==> config.mk <==
export PLATFORM = sky130hd
export DESIGN_NAME = pipelined_cla_adder
export DESIGN_NICKNAME = d
export VERILOG_FILES = /design/src/rtl/pipelined_cla_adder.sv
export SDC_FILE = /design/constraint.sdc
export NUM_CORES = 1
export LEC_CHECK = 0
export ABC_AREA = 1
export CAP_MARGIN = 10
export CORE_ASPECT_RATIO = 0.5
export CORE_MARGIN = 2
export CORE_UTILIZATION = 45
export DETAILED_ROUTE_END_ITERATION = 8
export MAX_ROUTING_LAYER = met4
export PLACE_DENSITY = 0.72
export SKIP_LAST_GASP = 1
export SLEW_MARGIN = 20
export SYNTH_ARGS = -nofsm -noshare
export SYNTH_HDL_FRONTEND = slang
export SYNTH_SLANG_ARGS = --single-unit
==> constraint.sdc <==
create_clock -name clk -period 1.8 [get_ports clk]
set_input_delay 0.45 -clock clk [delete_from_list [all_inputs] [get_ports clk]]
set_output_delay 0.45 -clock clk [all_outputs]
set_load 0.005 [all_outputs]
==> src/rtl/pipelined_cla_adder.sv <==
// Pipelined carry-lookahead adder/subtractor with a streaming valid/ready interface.
// Each stage resolves one GROUP-bit lookahead group and registers that group's carry-out.
module pipelined_cla_adder #(
  parameter  int WIDTH = 16,
  parameter  int GROUP = 4,
  localparam int NG    = WIDTH / GROUP
) (
  input  logic             clk,
  input  logic             rst_n,
  input  logic             in_valid,
  output logic             in_ready,
  input  logic [WIDTH-1:0] a,
  input  logic [WIDTH-1:0] b,
  input  logic             cin,
  input  logic             sub,
  output logic             out_valid,
  input  logic             out_ready,
  output logic [WIDTH-1:0] sum,
  output logic             cout,
  output logic             ovf
);

  logic [NG-1:0]    valid_q;
  logic [NG-1:0]    carry_q;
  logic             ovf_q;
  logic [WIDTH-1:0] a_q   [NG];
  logic [WIDTH-1:0] b_q   [NG];
  logic [WIDTH-1:0] sum_q [NG];

  logic [NG-1:0]    load;
  logic [NG-1:0]    stage_vld_in;
  logic [NG-1:0]    c_in;
  logic [NG-1:0]    carry_d;
  logic             msb_carry;
  logic             ovf_d;
  logic [WIDTH-1:0] op_a   [NG];
  logic [WIDTH-1:0] op_b   [NG];
  logic [WIDTH-1:0] sum_in [NG];
  logic [WIDTH-1:0] sum_d  [NG];
  logic [GROUP-1:0] gen;
  logic [GROUP-1:0] prop;
  logic [GROUP:0]   carries;

  // Two-level lookahead: each carry is a sum of products over g/p and the group carry-in.
  function automatic logic [GROUP:0] cla_carries(input logic [GROUP-1:0] g,
                                                 input logic [GROUP-1:0] p,
                                                 input logic             carry_in);
    logic [GROUP:0] c;
    logic           term;
    c    = '0;
    c[0] = carry_in;
    for (int i = 0; i < GROUP; i++) begin
      term = carry_in;
      for (int m = 0; m <= i; m++) term = term & p[m];
      c[i+1] = term;
      for (int j = 0; j <= i; j++) begin
        term = g[j];
        for (int m = j + 1; m <= i; m++) term = term & p[m];
        c[i+1] = c[i+1] | term;
      end
    end
    return c;
  endfunction

  // A stage may load if it is empty or everything downstream of it moves this cycle.
  always_comb begin : p_load
    logic chain;
    load  = '0;
    chain = out_ready;
    for (int k = NG - 1; k >= 0; k--) begin
      chain   = chain | ~valid_q[k];
      load[k] = chain;
    end
  end

  always_comb begin
    op_a         = '{default: '0};
    op_b         = '{default: '0};
    sum_in       = '{default: '0};
    sum_d        = '{default: '0};
    c_in         = '0;
    carry_d      = '0;
    stage_vld_in = '0;
    gen          = '0;
    prop         = '0;
    carries      = '0;
    msb_carry    = 1'b0;

    op_a[0]         = a;
    op_b[0]         = sub ? ~b : b;
    c_in[0]         = cin ^ sub;
    stage_vld_in[0] = in_valid;
    for (int k = 1; k < NG; k++) begin
      op_a[k]         = a_q[k-1];
      op_b[k]         = b_q[k-1];
      sum_in[k]       = sum_q[k-1];
      c_in[k]         = carry_q[k-1];
      stage_vld_in[k] = valid_q[k-1];
    end

    for (int k = 0; k < NG; k++) begin
      gen      = op_a[k][k*GROUP +: GROUP] & op_b[k][k*GROUP +: GROUP];
      prop     = op_a[k][k*GROUP +: GROUP] ^ op_b[k][k*GROUP +: GROUP];
      carries  = cla_carries(gen, prop, c_in[k]);
      sum_d[k] = sum_in[k];
      sum_d[k][k*GROUP +: GROUP] = prop ^ carries[GROUP-1:0];
      carry_d[k] = carries[GROUP];
      msb_carry  = carries[GROUP-1];
    end
  end

  assign ovf_d = msb_carry ^ carry_d[NG-1];

  always_ff @(posedge clk or negedge rst_n) begin
    if (!rst_n) begin
      valid_q <= '0;
      carry_q <= '0;
      ovf_q   <= 1'b0;
      for (int k = 0; k < NG; k++) begin
        a_q[k]   <= '0;
        b_q[k]   <= '0;
        sum_q[k] <= '0;
      end
    end else begin
      for (int k = 0; k < NG; k++) begin
        if (load[k]) begin
          valid_q[k] <= stage_vld_in[k];
          if (stage_vld_in[k]) begin
            a_q[k]     <= op_a[k];
            b_q[k]     <= op_b[k];
            sum_q[k]   <= sum_d[k];
            carry_q[k] <= carry_d[k];
          end
        end
      end
      if (load[NG-1] && stage_vld_in[NG-1]) ovf_q <= ovf_d;
    end
  end

  assign in_ready  = load[0];
  assign out_valid = valid_q[NG-1];
  assign sum       = sum_q[NG-1];
  assign cout      = carry_q[NG-1];
  assign ovf       = ovf_q;

endmodule
==> qor.yml, run 1 <==
outcome: "complete, no violations"
hold_slack_ns: 0.0182
clk-insertion-delay-late_ns: 0.35
share_of_layout_cells_above_drive_strength_1_pct: 11.2
cp-end-kind: "primary output"
r2r_setup_slack_ns: 0.21
crit_path_max_fanout: 2
synthesis.area_mm2: 0.00447
timing.critical_path.cells: "buf_4 > clkdlybuf4s50_1"
vias_per_cell: 4.63
die-width_um: 145
post_synth_inst_count: 487
timing.final.max_slew_violations: 0
instances_no_fill: 699
port_bufs: 57
wl_met2_mm: 3.62
global_route_total_usage_across_every_layer_pct: 18.6
highest-signal-layer: "met4"
critPathKind: "flip-flop to primary output"
grt_pass1_vias: 2999
ant_nets: 0
cts.sink_count: 97
placed_cells: 682
cp_data_required_time_ns: 1.35
antenna_fix_cells: 0
areaGrowthSynthToFinish_pct: 26.1
globalplace.congestion: 0.743
routedLengthMet1_mm: 4.47
grt_overflow: 0
final-setup-viol-count: 0
maximum_single_stage_delay_on_the_critical_path_ns: 0.49
cellPowerDensity_mw_per_mm2: 1480
final_hold_viol_count: 0
synth_seq_area_share_pct: 54.4
stdcell_area_mm2: 0.00563
io_pins: 58
cp.arrival_ns: 1.31
max-vdd-ir-drop_mv: 0.623
yosysWarningCount: 0
amount_of_wire_on_met3_after_detailed_routing_um: 477
tritoncts: "built"
maxCapViolations: 0
cts-root-buf: "sky130_fd_sc_hd__clkbuf_16"
antenna_violations_before_repair: 0
clock_buffer_count_from_cts: 9
fin_crit_sh_pct: 97.5
worst_pin_slew_ns: 0.459
power.static_leakage_nw: 2.80
worst_path_max_delay_cell: "sky130_fd_sc_hd__clkdlybuf4s50_1"
clk_transition_reported_paths_ns: 0.07
nNetsFinal: 621
placedInstanceArea_mm2: 0.00530
die_area_mm2: 0.0108
hold_path_class: "input pin to async pin"
syn_area_per_cell_um2: 9.17
fin_worst_skew_ns: 0.00768
async_set_or_reset_register_ratio_after_synthesis_pct: 100
pin_count_of_the_biggest_net_entering_global_routing: 36
route.vias.total: 3238
core-area_mm2: 0.00954
crit_buf_inv: 2
postSynthNetCount: 549
drc: 0
cts_max_path_buffers: 2
ys_ff_latch: 97
sum_of_internal_switching_and_leakage_power_mw: 8.31
drtPass1Iterations: 4
final_period_minus_worst_setup_slack_ns: 1.76
relSlewSlack_pct: 69.3
max_freq_ghz: 0.570
synth_cell_types: 25
initial_utilization_pct: 46.8
detail_route.wl_per_cell_um: 12.5
depth_of_the_cts_h_tree: 3
critical_path.startpoint_type: "flip-flop"
routed_wirelength_mm: 8.72
synth-edff-count: 0
share_of_the_core_filled_with_cells_in_the_final_layout_pct: 59.0
dp_hpwl_mm: 6.47
wire_length_of_the_first_global_routing_pass_mm: 14.6
critPathTopFamily: "buffers and inverters"
floorplan.rows: 25
synth_ff_type: "sky130_fd_sc_hd__dfrtp_1"
chipHeight_um: 74.4
detail_route.iter0.violations: 150
-- report_power, final --
group	switching, mW	internal, mW
clock	0.794	1.29
sequential	0.438	2.96
combinational	1.54	1.29
total	2.77	5.54
-- registers in the layout, indices dropped and copies added, names as in the netlist --
register and flops:
a_q 24, b_q 24, carry_q 4, ovf 1
sum 16, sum_d 24, valid_q 4
-- per-layer routing --
layer	track usage (%)	up-vias
li1	-	1661
met1	26.0	1487
met2	26.5	75
met3	4.64	15
met4	6.58	0
met5	-	-
-- synth_stat cells (all sizes together), types with 4 or more instances --
cell type  number  area (µm²)
nand2         195         734
o21ai          58         317
ha             20         250
buf            18         129
nand3          11        55.1
inv            46         173
xor2            7        61.3
dfrtp          97        2430
xnor2          14         123
fa              4        80.1
nand4           4        31.3
nand3b          4        30.0
nor2            6        32.5
-- final cells by class --
cell class	count	area (µm²)
repair buffers	80	769
flip-flops and latches	97	2430
multi-input cells	325	1760
fillers	833	3910
clock buffers	11	253
clock inverters	5	77.6
well taps	135	169
inverters	46	173
-- stage by stage --
stage | setup TNS (ns) | setup slack (ns)
floorplan | -0.312 | -0.130
global placement | -9.44 | -0.486
detailed placement | -11.30 | -0.523
CTS | -0.144 | -0.144
global route | -0.00121 | -0.00121
finish | 0 | 0.0443
-- layout by cell type, fill, tap and decap left out, types with 7 or more instances in the layout --
cell                              count
sky130_fd_sc_hd__ha_1                19
sky130_fd_sc_hd__dfrtp_1             97
sky130_fd_sc_hd__o21ai_1             14
sky130_fd_sc_hd__xnor2_1             13
sky130_fd_sc_hd__o21ai_0             37
sky130_fd_sc_hd__o21ai_2              7
sky130_fd_sc_hd__clkbuf_16            9
sky130_fd_sc_hd__clkdlybuf4s50_1     52
sky130_fd_sc_hd__xor2_1               7
sky130_fd_sc_hd__nand2_1            193
sky130_fd_sc_hd__inv_1               42
sky130_fd_sc_hd__nand3_1             10
sky130_fd_sc_hd__buf_4               21
-- cells by family (layout without fill, tap and decap cells) --
| kind of cell | after synthesis | in the layout | synth area share [%] |
|---|---|---|---|
| and+or+nand+nor | 221 | 221 | 19.9 |
| DFF | 97 | 97 | 54.4 |
| buffers and inverters | 65 | 142 | 6.84 |
| AOI/OAI and AO/OA | 59 | 59 | 7.37 |
| adders and majority gates | 24 | 24 | 7.40 |
| xor gates and xnor gates | 21 | 21 | 4.12 |
-- worst paths after layout --
path | from | endpoint | cells past startpoint
min in group clk | sum[7] | sum[7] | 2
max in group asynchronous | rst_n | sum[11] | 2
worst max-delay path | valid_q[3] | out_valid | 2
worst min-delay path | rst_n | a_q[43] | 1
worst min register to register | sum[7] | sum[7] | 2
worst max register to register | a_q[40] | carry_q[2] | 10
-- repair_timing --
item / CTS / global route
endpoints found under the setup margin: 5 / 4
cloned: 0 / 0
hold buffers: 0 / 0
pin swaps: 0 / 3
setup buffers: 0 / 1
gates resized for setup: 3 / 7
Power figures use the tool's default switching activity.
==> run 2: changes to the inputs <==
--- a/config.mk
+++ b/config.mk
@@ -8,7 +8,6 @@
 export ABC_AREA = 1
 export CAP_MARGIN = 10
 export CORE_ASPECT_RATIO = 0.5
-export CORE_MARGIN = 2
 export CORE_UTILIZATION = 45
 export DETAILED_ROUTE_END_ITERATION = 8
 export MAX_ROUTING_LAYER = met4
==> qor.yml, run 2 (synthesis results as in run 1) <==
drc: 0  # unchanged
globalplace.congestion: 0.747  # +0.59%
cp_data_required_time_ns: 1.35  # about the same
max_freq_ghz: 0.579  # +1.6%
final_period_minus_worst_setup_slack_ns: 1.73  # -0.0285 ns
outcome: "complete, no violations"
antenna_fix_cells: 0  # unchanged
cts-root-buf: "sky130_fd_sc_hd__clkbuf_16"
crit_path_max_fanout: 2  # unchanged
port_bufs: 57  # unchanged
cp-end-kind: "primary output"
groute.layer.met1.usage_pct: 27.7  # +1.7 points
cts.sink_count: 97  # unchanged
critPathKind: "flip-flop to primary output"
initial_utilization_pct: 46.8  # unchanged
cp.arrival_ns: 1.28  # -0.03 ns
power.static_leakage_nw: 2.82  # +0.57%
maximum_single_stage_delay_on_the_critical_path_ns: 0.43  # -0.06 ns
final_common_cell: "sky130_fd_sc_hd__nand2_1"
cellPowerDensity_mw_per_mm2: 1460  # -1.3%
ant_nets: 0  # unchanged
timing.final.max_slew_violations: 0  # unchanged
rsz0062_at_grt: "false"
worst_path_max_delay_cell: "sky130_fd_sc_hd__clkdlybuf4s50_1"
share_of_layout_cells_above_drive_strength_1_pct: 11.2  # -0.020 points
nNetsFinal: 622  # +0.16%
areaGrowthSynthToFinish_pct: 26.0  # about the same
final_hold_viol_count: 0  # unchanged
detail_route.wl_per_cell_um: 12.2  # -1.9%
cts_max_path_buffers: 2  # unchanged
antenna_violations_before_repair: 0  # unchanged
relSlewSlack_pct: 68.6  # -0.72 points
clk-insertion-delay-late_ns: 0.34  # about the same
drtPass1Iterations: 5  # +1
wire_length_of_the_first_global_routing_pass_mm: 14.9  # +2.3%
mostFrequentLayoutCells: "sky130_fd_sc_hd__nand2_1 (191), sky130_fd_sc_hd__dfrtp_1 (97), sky130_fd_sc_hd__clkdlybuf4s50_1 (51)"
post_cts_hold_buffer_count: 0  # unchanged
maxCapViolations: 0  # unchanged
critical_path.startpoint_type: "flip-flop"
max-vdd-ir-drop_mv: 0.632  # +1.3%
chipHeight_um: 72.4  # -2.7%
critPathTopFamily: "buffers and inverters"
globalRoute.busiestLayer: "met1"
timing.critical_path.cells: "buf_4 > clkdlybuf4s50_1"
grt_pass1_vias: 3156  # +5.2%
final-setup-viol-count: 0  # unchanged
pin_count_of_the_biggest_net_entering_global_routing: 42  # +17%
io_pins: 58  # unchanged
tritoncts: "built"
dp_hpwl_mm: 6.37  # -1.5%
route.vias.total: 3204  # -1.1%
clk_transition_reported_paths_ns: 0.06  # about the same
die_area_mm2: 0.0104  # -4.0%
instances_no_fill: 700  # +0.14%
layout.filler_cells: 849  # +1.9%
clock_buffer_count_from_cts: 9  # unchanged
depth_of_the_cts_h_tree: 3  # unchanged
worst_pin_slew_ns: 0.470  # +0.0108 ns
grt_use_met3_pct: 5.15  # +0.51 points
crit_buf_inv: 2  # unchanged
grt_overflow: 0  # unchanged
routed_wirelength_mm: 8.56  # -1.8%
floorplan.rows: 25  # unchanged
fin_crit_sh_pct: 96.0  # -1.6 points
hold_slack_ns: 0.0410  # +0.0228 ns
detail_route.iter0.violations: 152  # +1.3%
fin_worst_skew_ns: 0.00586  # -0.00182 ns
placed_cells: 683  # +0.15%
vias_per_cell: 4.58  # -1.2%
global_routing_met2_resource_utilization_pct: 27.2  # +0.71 points
hold_path_class: "input pin to async pin"
die-width_um: 143  # -1.4%
global_route_total_usage_across_every_layer_pct: 19.6  # +0.96 points
core-area_mm2: 0.00954  # unchanged
run 2: worst paths after layout:
path	start	endpoint	slack (ns)	cells after the start
max in group asynchronous	rst_n	sum[2]	1.18	2
max	valid_q[3]	out_valid	0.07	2
min reg2reg	sum[8]	sum[8]	0.47	2
max reg2reg	a_q[28]	carry_q[3]	0.24	10
min	rst_n	sum[6]	0.04	1
min in group clk	out_ready	valid_q[3]	0.40	2
run 2: metal layers:
| layer | wire, µm | vias to the layer above |
|---|---|---|
| met3 | 473 | 8 |
| met1 | 4530 | 1464 |
| met5 | 0 | - |
| met2 | 3470 | 70 |
| met4 | 84 | 0 |
| li1 | - | 1662 |
run 2: metrics by stage:
stage / setup slack (ns) / util, % / setup TNS, ns / power (mW) / instance area (µm²)
3_3_place_gp: -0.504 / 55.6 / -5.59 / 6.16 / 5310
3_5_place_dp: -0.564 / 55.6 / -7.58 / 6.28 / 5310
5_1_grt: 0.0262 / 59.0 / 0 / 8.88 / 5630
2_1_floorplan: -0.130 / - / -0.312 / 5.16 / 4520
6_report: 0.0727 / 59.0 / 0 / 8.19 / 5630
4_1_cts: -0.101 / 58.8 / -0.101 / 8.28 / 5610
run 2: area by class of cell:
type / instances / area, µm² / area share [%]
multi-input combinational: 325 / 1770 / 31.4
tap: 135 / 169 / 3.00
inverter: 46 / 173 / 3.07
timing repair buffer: 81 / 781 / 13.9
clock buffer: 14 / 274 / 4.87
clock inverter: 2 / 35.0 / 0.622
sequential: 97 / 2430 / 43.1
run 2: what timing repair did:
| item | 4_1_cts | 5_1_grt |
|---|---|---|
| hold endpoints to repair | 0 | 0 |
| cloned | 0 | 0 |
| pin swaps | 0 | 7 |
| resized for setup | 3 | 10 |
| endpoints found under the setup margin | 5 | 3 |
| buffers inserted | 0 | 1 |
run 2: power by group:
part	internal (mW)	leakage, nW	switching, mW
Sequential	2.96	1.21	0.425
Clock	1.19	0.153	0.768
Combinational	1.30	1.46	1.55
Total	5.45	2.82	2.74
==> run 3: changes to the inputs <==
--- a/config.mk
+++ b/config.mk
@@ -5,13 +5,12 @@
 export SDC_FILE = /design/constraint.sdc
 export NUM_CORES = 1
 export LEC_CHECK = 0
-export ABC_AREA = 1
 export CAP_MARGIN = 10
 export CORE_ASPECT_RATIO = 0.5
 export CORE_UTILIZATION = 45
 export DETAILED_ROUTE_END_ITERATION = 8
 export MAX_ROUTING_LAYER = met4
-export PLACE_DENSITY = 0.72
+export PLACE_DENSITY = 0.75
 export SKIP_LAST_GASP = 1
 export SLEW_MARGIN = 20
 export SYNTH_ARGS = -nofsm -noshare
==> constraint.sdc (replaced) <==
create_clock -name clk -period 1.55 [get_ports clk]
set_input_delay 0.3875 -clock clk [delete_from_list [all_inputs] [get_ports clk]]
set_output_delay 0.3875 -clock clk [all_outputs]
set_load 0.005 [all_outputs]
==> qor.yml, run 3 <==
post-route-worst-setup-slack_ns: -0.120  # -0.192 ns
ant_nets: 0  # unchanged
r2r_setup_slack_ns: -0.12  # -0.36 ns
cp.arrival_ns: 1.90  # +0.62 ns
grt_pass1_vias: 2882  # -8.7%
critPathLaunch: "b_q[40]"
chipHeight_um: 71.6  # -1.2%
areaGrowthSynthToFinish_pct: 34.2
yosysWarningCount: 0  # unchanged
dp_hpwl_mm: 5.83  # -8.5%
placedInstanceArea_mm2: 0.00530  # -0.26%
global_route_total_usage_across_every_layer_pct: 18.5  # -1.1 points
final_common_cell: "sky130_fd_sc_hd__dfrtp_1"
fin_crit_sh_pct: 108
cts.sink_count: 97  # unchanged
cts-root-buf: "sky130_fd_sc_hd__clkbuf_16"
ff2ff_path_depth: 6  # -4
pin_count_of_the_biggest_net_entering_global_routing: 44  # +4.8%
clock_buffer_count_from_cts: 9  # unchanged
synth.area.top_cells: "sky130_fd_sc_hd__dfrtp_1 (56%), sky130_fd_sc_hd__mux2_2 (14%), sky130_fd_sc_hd__ha_1 (5.7%)"
synth_ff_type: "sky130_fd_sc_hd__dfrtp_1"
cp-end-kind: "flip-flop"
clk-insertion-delay-late_ns: 0.34  # about the same
timing.final.max_slew_violations: 0  # unchanged
power.static_leakage_nw: 2.71  # -3.9%
stdcell_area_mm2: 0.00585  # +3.9%
critical_path.startpoint_type: "flip-flop"
detail_route.wl_per_cell_um: 15.4  # +26%
globalplace.congestion: 0.754  # +0.84%
synth_cell_types: 27  # +8.0%
synth_seq_area_share_pct: 55.7  # +1.4 points
mostFrequentLayoutCells: "sky130_fd_sc_hd__dfrtp_1 (97), sky130_fd_sc_hd__mux2_2 (42), sky130_fd_sc_hd__nand2_1 (33)"
violated_checks: "negative setup slack"
routed_wirelength_mm: 8.70  # +1.6%
fin_worst_skew_ns: 0.00395  # -0.00191 ns
biggest_area_consumer_among_synthesized_cells: "sky130_fd_sc_hd__dfrtp_1"
port_bufs: 57  # unchanged
core-area_mm2: 0.00904  # -5.3%
clk_transition_reported_paths_ns: 0.06  # about the same
relSlewSlack_pct: 84.5  # +16 points
tritoncts: "built"
critPathCapture: "carry_q[2]"
antenna_fix_cells: 0  # unchanged
initial_utilization_pct: 48.2  # +1.4 points
rsz0062_at_grt: "true"
die_area_mm2: 0.0101  # -2.4%
syn_area_per_cell_um2: 13.0  # +41%
maxCapViolations: 0  # unchanged
critical_path.reg2reg.endpoint: "carry_q[2]"
final-setup-viol-count: 7  # +7
synth_largest_type_area_fraction_pct: 55.7  # +1.4 points
crit_path_max_fanout: 2  # unchanged
ys_top_cells_by_count: "sky130_fd_sc_hd__dfrtp_1 (97), sky130_fd_sc_hd__mux2_2 (54), sky130_fd_sc_hd__nand2_1 (35)"
critPathKind: "flip-flop to flip-flop"
wire_length_of_the_first_global_routing_pass_mm: 13.7  # -7.8%
io_pins: 58  # unchanged
worst_path_max_delay_cell: "sky130_fd_sc_hd__dfrtp_1"
post_synth_inst_count: 336  # -31%
outcome: "finished, violations left"
postSynthNetCount: 398  # -28%
cts_max_path_buffers: 2  # unchanged
synth_most_common_cell: "sky130_fd_sc_hd__dfrtp_1"
floorplan.rows: 24  # -4.0%
antenna_violations_before_repair: 0  # unchanged
share_of_layout_cells_above_drive_strength_1_pct: 30.7  # +20 points
r2r-start: "b_q[40]"
detail_route.iter0.violations: 100  # -34%
max_freq_ghz: 0.599
synthesis.area_mm2: 0.00436  # -2.5%
cellPowerDensity_mw_per_mm2: 1630  # +12%
instances_no_fill: 563  # -20%
die-width_um: 141  # -1.2%
ys_ff_latch: 97  # unchanged
timing.critical_path.cells: "ha_1 > ha_2 > o21a_1 > o22a_2 > a211oi_2 > a21oi_1"
depth_of_the_cts_h_tree: 3  # unchanged
cp_data_required_time_ns: 1.78  # +0.43 ns
grt_overflow: 0  # unchanged
drc: 0  # unchanged
worst_pin_slew_ns: 0.232  # -0.238 ns
vias_per_cell: 4.90  # +6.9%
maximum_single_stage_delay_on_the_critical_path_ns: 0.38  # -0.05 ns
final_period_minus_worst_setup_slack_ns: 1.67
synth-edff-count: 0  # unchanged
max-vdd-ir-drop_mv: 0.735  # +16%
hold_path_class: "input pin to async pin"
async_set_or_reset_register_ratio_after_synthesis_pct: 100  # unchanged
placed_cells: 536  # -22%
nNetsFinal: 490  # -21%
drtPass1Iterations: 4  # -1
route.vias.total: 2756  # -14%
final_hold_viol_count: 0  # unchanged
run 3: cell count changes after synthesis, sizes merged, moves of 8 or more:
cell	before	now
nand3	11	0
o21ai	58	32
nand2	195	35
mux2	0	60
inv	46	13
a21oi	0	8
run 3: worst min-delay path by stage:
stage | slack, ns | depth (start not counted) | from | endpoint
5_1_grt | 0.47 | 2 | rst_n | a_q[55]
2_1_floorplan | 0.09 | 0 | rst_n | a_q[28]
4_1_cts | 0.44 | 2 | rst_n | a_q[41]
3_5_place_dp | 0.26 | 1 | rst_n | a_q[41]
6_report | 0.44 | 2 | rst_n | a_q[42]
3_3_place_gp | 0.25 | 1 | rst_n | a_q[41]
run 3: cell families after synthesis:
group                      synth area share (%)
AOI/OAI and AO/OA                          6.44
xor gates and xnor gates                   5.83
adders and majority gates                  7.58
buffers and inverters                      2.99
DFF                                        55.7
muxes                                      16.3
and+or+nand+nor                            5.17
run 3: per-layer routing:
layer,vias to the layer above,track usage (%),part of all wire (%)
met5,-,-,0
met1,1368,20.4,45
met3,13,4.34,3.3
li1,1332,-,-
met4,0,5.68,1.2
met2,43,33.7,51
run 3: area by class of cell:
cell class / count / area, µm²
clock buffer: 11 / 243
inverter: 13 / 48.8
timing repair buffer: 94 / 943
clock inverter: 5 / 103
fill: 651 / 3190
tap: 130 / 163
multi-input combinational: 213 / 1920
sequential: 97 / 2430
run 3: repair_timing:
| action | 4_1_cts | 5_1_grt |
|---|---|---|
| gates cloned | 0 | 3 |
| resized for setup | 47 | 28 |
| hold buffers | 1 | 0 |
| hold endpoints to repair | 13 | 0 |
| pin swaps | 23 | 21 |
| endpoints found under the setup margin | 75 | 26 |
| buffers inserted | 4 | 5 |
run 3: critical path: cells and delay by family, from the launching register on:
kind	cells	cell delay (ns)
flip-flops	1	0.38
AO/OA/AOI/OAI	4	0.67
adder cells (fa/ha/maj)	2	0.51
run 3: report_power, final:
group	total (mW)	internal, mW	switching (mW)	leakage, nW
Clock	2.55	1.62	0.929	0.166
Combinational	3.10	1.81	1.29	1.38
Sequential	3.89	3.40	0.493	1.16
Total	9.54	6.83	2.71	2.71
run 3: per-stage QoR:
stage	hold slack, ns	setup WS (ns)	utilization, %	power (mW)	TNS, ns
6_report	0.441	-0.120	64.7	9.54	-0.330
5_1_grt	0.465	-0.176	64.7	10.1	-1.48
4_1_cts	0.440	-0.145	62.9	9.34	-0.316
3_5_place_dp	0.259	-0.683	58.6	6.87	-31.55
3_3_place_gp	0.255	-0.596	58.6	6.68	-26.84
2_1_floorplan	0.0919	-0.284	-	5.61	-0.945
==> patch 1: new RTL, config.mk and constraints of run 2 <==
Set the parameter `WIDTH` to 8 (it was 16).
--- a/src/rtl/pipelined_cla_adder.sv
+++ b/src/rtl/pipelined_cla_adder.sv
@@ -2,5 +2,5 @@
 // Each stage resolves one GROUP-bit lookahead group and registers that group's carry-out.
 module pipelined_cla_adder #(
-  parameter  int WIDTH = 16,
+  parameter  int WIDTH = 8,
   parameter  int GROUP = 4,
   localparam int NG    = WIDTH / GROUP
Ports: changed (resized a, b and sum); port bits go from 58 to 34. The function was not compared with the original's and may differ.
==> patch 1 against run 2 <==
Sequential cell count shrank 72; setup slack gained 0.017 ns; wire length shrank 71%; count of clock-buffer cells in the layout shrank 10; first-iteration DRC count shrank 83%; via count shrank 66%; area after synthesis shrank 69%; cell area shrank 67%; clock skew shrank 0.0031 ns; total power shrank 77%; sequential share of layout area shrank 9.2 points; maximum frequency grew 0.99%; register-to-register slack gained 0.04 ns; critical endpoint is now in_ready; largest power group unchanged.
==> patch 1: results (changes against run 2) <==
status=finished, final reports clean; GRT Total Usage=0.182 (-0.0142); vias in the first global route=940 (-70%); largest net degree at the start of global routing=26 (-38%); Sw Pwr=0.000576 W (-79%); nets@finish=231 (-63%); Non-clk bufs=43 (-47%); first-pass detailed-route iteration total=4 (-1); clock root cell=clkbuf_8; Final ANT Viol Nets=0 (unchanged); Detailed Place HPWL=1.98 mm (-69%); Leakage=0.935 nW (-67%); later-pin clock latency in the skew report=0.27 ns (-0.07 ns); crit path launch=out_ready; power in the clock group=0.000324 W (-83%); slowest cell delay on critical path=0.39 ns (-0.04 ns); multi-input logic portion of the cell area=0.374 (+0.0595); Routed WL=2.48 mm (-71%); worst hold slack=0.478 ns (+0.437 ns); Worst R2R Start=a_q[12]; sequential fraction of the synthesis area=0.458 (-0.0857); HP Class=reg2reg; fillers=235 (-72%); FF-to-FF End=ovf; post-synth cell types=20 (-20%); #MultiIn Comb=114 (-65%); clk cell area share=0.0244 (-0.0305); clock skew=0.00278 ns (-0.00308 ns); synth top area cells=dfrtp_1 46%, nand2_1 18%, ha_1 9.2%; CTS Buf Count=3 (-6); Seq Cell Count=25 (-74%); top cells by count, synth=64 x nand2_1, 25 x dfrtp_1, 10 x ha_1; FF/Latch Area=626 um^2 (-74%); R2R setup slack=0.28 ns (+0.04 ns); combinational gate power=0.000733 W (-74%); total number of vias=1,084 (-66%); Setup crit end=in_ready; Clock Pin Slew Worst Setup and Hold Paths=0.08 ns (+0.02 ns); FF-to-FF path depth=8 (-2); Placer Congestion=0.763 (+2.1%); first-pass GRT wire length=4.09 mm (-73%); clock buffers=4 (-10); Netlist Area Pre-Place=0.00137 mm^2 (-69%); # port buffers=33 (-42%); H-tree Lvls=1 (-2); proportion of layout cells with a drive suffix above 1=0.138 (+0.0263); Crit Path Class=in2out; syn_nets=187 (-66%); NonClk Buf Share=0.217 (+0.0784); inverters=10 (-78%); Worst Hold End=sum[3]; initial drt markers=26 (-83%)
-- patch 1: changes by cell type in the layout (fill, tap and decap cells not counted), sizes merged, moves of 3 or more --
cell | before | now
buf | 25 | 10
o21ai | 58 | 10
xor2 | 7 | 4
nand2 | 195 | 67
nand3 | 11 | 7
dfrtp | 97 | 25
xnor2 | 14 | 7
ha | 20 | 10
clkbuf | 16 | 6
nand4 | 4 | 1
nor2 | 6 | 2
inv | 46 | 10
clkdlybuf4s50 | 51 | 29
-- patch 1: layer usage --
| layer | share of wire | track usage | vias to the layer above |
|---|---|---|---|
| met5 | 0 | - | - |
| met4 | 0.012 | 0.0670 | 0 |
| met3 | 0.033 | 0.0333 | 5 |
| met2 | 0.48 | 0.318 | 24 |
| met1 | 0.48 | 0.220 | 487 |
| li1 | - | - | 568 |
-- patch 1: per-stage QoR --
| step | total power [W] | instance area, um^2 | setup WS (ns) | std cells |
|---|---|---|---|---|
| after global placement | 0.00153 | 1790 | -0.411 | 229 |
| final | 0.00187 | 1840 | 0.0896 | 233 |
| after CTS | 0.00189 | 1830 | 0.0451 | 233 |
| after detailed placement | 0.00156 | 1790 | -0.446 | 229 |
| after global routing | 0.00202 | 1840 | 0.0172 | 233 |
| after floorplan | 0.00119 | 1380 | 0.00981 | 153 |
-- patch 1: repair_timing --
item / CTS / global route
setup endpoints to repair: 6 / 1
resized for setup: 4 / 9
pin swaps: 0 / 9
hold buffers: 0 / 0
-- patch 1: logic make-up after synthesis --
| kind of cell | count (synthesis) | share of synthesized area |
|---|---|---|
| AND/OR/NAND/NOR | 81 | 0.256 |
| flip-flops | 25 | 0.458 |
| buffers and inverters | 14 | 0.0549 |
| adder cells (fa/ha/maj) | 12 | 0.121 |
| XOR/XNOR | 11 | 0.0705 |
| AO/OA/AOI/OAI | 10 | 0.0394 |
==> patch 2: new RTL, settings of run 2 <==
Made on the original files. Register the output `ovf` once more; this adds one clock of latency there. The other outputs are not delayed to match.
--- a/src/rtl/pipelined_cla_adder.sv
+++ b/src/rtl/pipelined_cla_adder.sv
@@ -142,5 +142,7 @@
   assign sum       = sum_q[NG-1];
   assign cout      = carry_q[NG-1];
-  assign ovf       = ovf_q;
+  always_ff @(posedge clk) begin
+    ovf <= ovf_q;
+  end
 
 endmodule
Behaviour: not the same (Yosys sat finds a counterexample within 10 cycles, from zero or initial values and one cycle with rst_n low).
==> patch 2 against run 2 <==
Setup slack got worse by 0.017 ns; die area rose by 0.43%; area after synthesis rose by 0.45%; cell count rose by 0.43%; register-to-register slack got worse by 0.06 ns; wire length fell by 0.37%; total power rose by 3.5%; cell area rose by 1.4%; hold slack got worse by 0.011 ns; global-route usage fell by 0.28 points; sequential cell count rose by 1; first-iteration DRC count rose by 2.6%; synthesized cell count fell by 0.21%; largest power group unchanged.
==> patch 2: results (changes against run 2) <==
FF/Latch Area=0.00245 mm^2 (+0.82%); H-tree Lvls=3 (unchanged); vias per cell=4.53 (-1.0%); asr flop ratio synth=0.990 (-0.0102); # port buffers=57 (unchanged); cts hold-fix bufs=0 (unchanged); #MultiIn Comb=333 (+2.5%); CTS resizes=3 (unchanged); GRT Total Usage=0.193 (-0.00282); P_int=0.00569 W (+4.4%); Non-clk bufs=85 (+4.9%); NonClk Buf Share=0.146 (+0.00745); Worst-Margin Slew=0.388 ns (-0.0824 ns); syn_nets=548 (-0.18%); Detailed Place HPWL=6.38 mm (+0.20%); critical path peak fanout=3 (+1); vias in the first global route=3,117 (-1.2%); clock skew=0.00580 ns (-0.0000641 ns); Routed WL per cell=12.1 um (-0.80%); largest net degree at the start of global routing=49 (+17%); proportion of layout cells with a drive suffix above 1=0.109 (-0.00235); Leakage=2.87 nW (+2.1%); clk cell area share=0.0594 (+0.00448); sequential fraction of the synthesis area=0.546 (+0.00204); nets@finish=625 (+0.48%); worst vdd ir=0.000597 V (-5.5%); fillers=828 (-2.5%); n_diodes=0 (unchanged); grt total ovfl=0 (unchanged); top cells by count, synth=212 x nand2_1, 97 x dfrtp_1, 40 x o21ai_0; synth top area cells=dfrtp_1 54%, nand2_1 18%, ha_1 5.6%; Routed WL=8.53 mm (-0.37%); clock buffers=12 (-2); Mapped Cells=486 (-0.21%); Placer Congestion=0.796 (+6.5%); initial drt markers=156 (+2.6%); first-pass detailed-route iteration total=5 (unchanged); HP Class=in2async; YS warnings=0 (unchanged); Seq Cell Count=98 (+1.0%); Inst Count DP=686 (+0.44%); first-pass GRT wire length=14.7 mm (-1.1%); post-synth cell types=27 (+8.0%); status=finished, final reports clean; multi-input logic area=0.00178 mm^2 (+0.85%); Clock Pin Slew Worst Setup and Hold Paths=0.06 ns (about the same); inverters=36 (-22%); maximum clock path buffer count=2 (unchanged)
## patch 2: per-stage QoR
step	util	setup slack [ns]	total power, W	area (um^2)
CTS	0.596	-0.116	0.00855	5700
detailed placement	0.561	-0.540	0.00640	5370
finish	0.596	0.0561	0.00848	5710
global route	0.596	0.00287	0.00915	5710
floorplan	-	-0.116	0.00519	4530
global placement	0.561	-0.484	0.00628	5370
## patch 2: kinds of logic after synthesis
family,count (synthesis),share of synthesized area
AO/OA/AOI/OAI,48,0.0561
XOR/XNOR,22,0.0430
adder cells (fa/ha/maj),24,0.0736
buffers and inverters,55,0.0614
flip-flops,98,0.546
AND/OR/NAND/NOR,239,0.220
## patch 2: per-layer routing
metal,wire (um),track usage,up-vias
li1,-,-,1663
met1,4420,0.269,1453
met2,3570,0.279,64
met3,489,0.0571,4
met4,46,0.0430,0
met5,0,-,-
## patch 2: power by group through the flow
stage	sequential [W]	clock, W	combinational, W
3_5_place_dp	0.00348	0	0.00292
5_1_grt	0.00355	0.00225	0.00335
2_1_floorplan	0.00338	0	0.00181
6_report	0.00344	0.00211	0.00293
3_3_place_gp	0.00346	0	0.00282
4_1_cts	0.00345	0.00215	0.00296
## patch 2: worst paths after layout
kind	start	to	slack, ns	depth (start not counted)
setup / recovery	valid_q[3]	in_ready	0.06	4
min in group clk	ovf_q	ovf	0.37	0
max in group asynchronous	rst_n	sum_d[10]	1.19	2
hold reg to reg	ovf_q	ovf	0.37	0
hold / removal	rst_n	sum_d[16]	0.03	1
setup reg to reg	a_q[28]	ovf_q	0.18	8
## patch 2: critical path: stages (launching register included)
cell and delay [ns]:
dfrtp_1 0.35, inv_1 0.07, nor2_4 0.12, nand4_4 0.12, dlygate4sd2_1 0.29
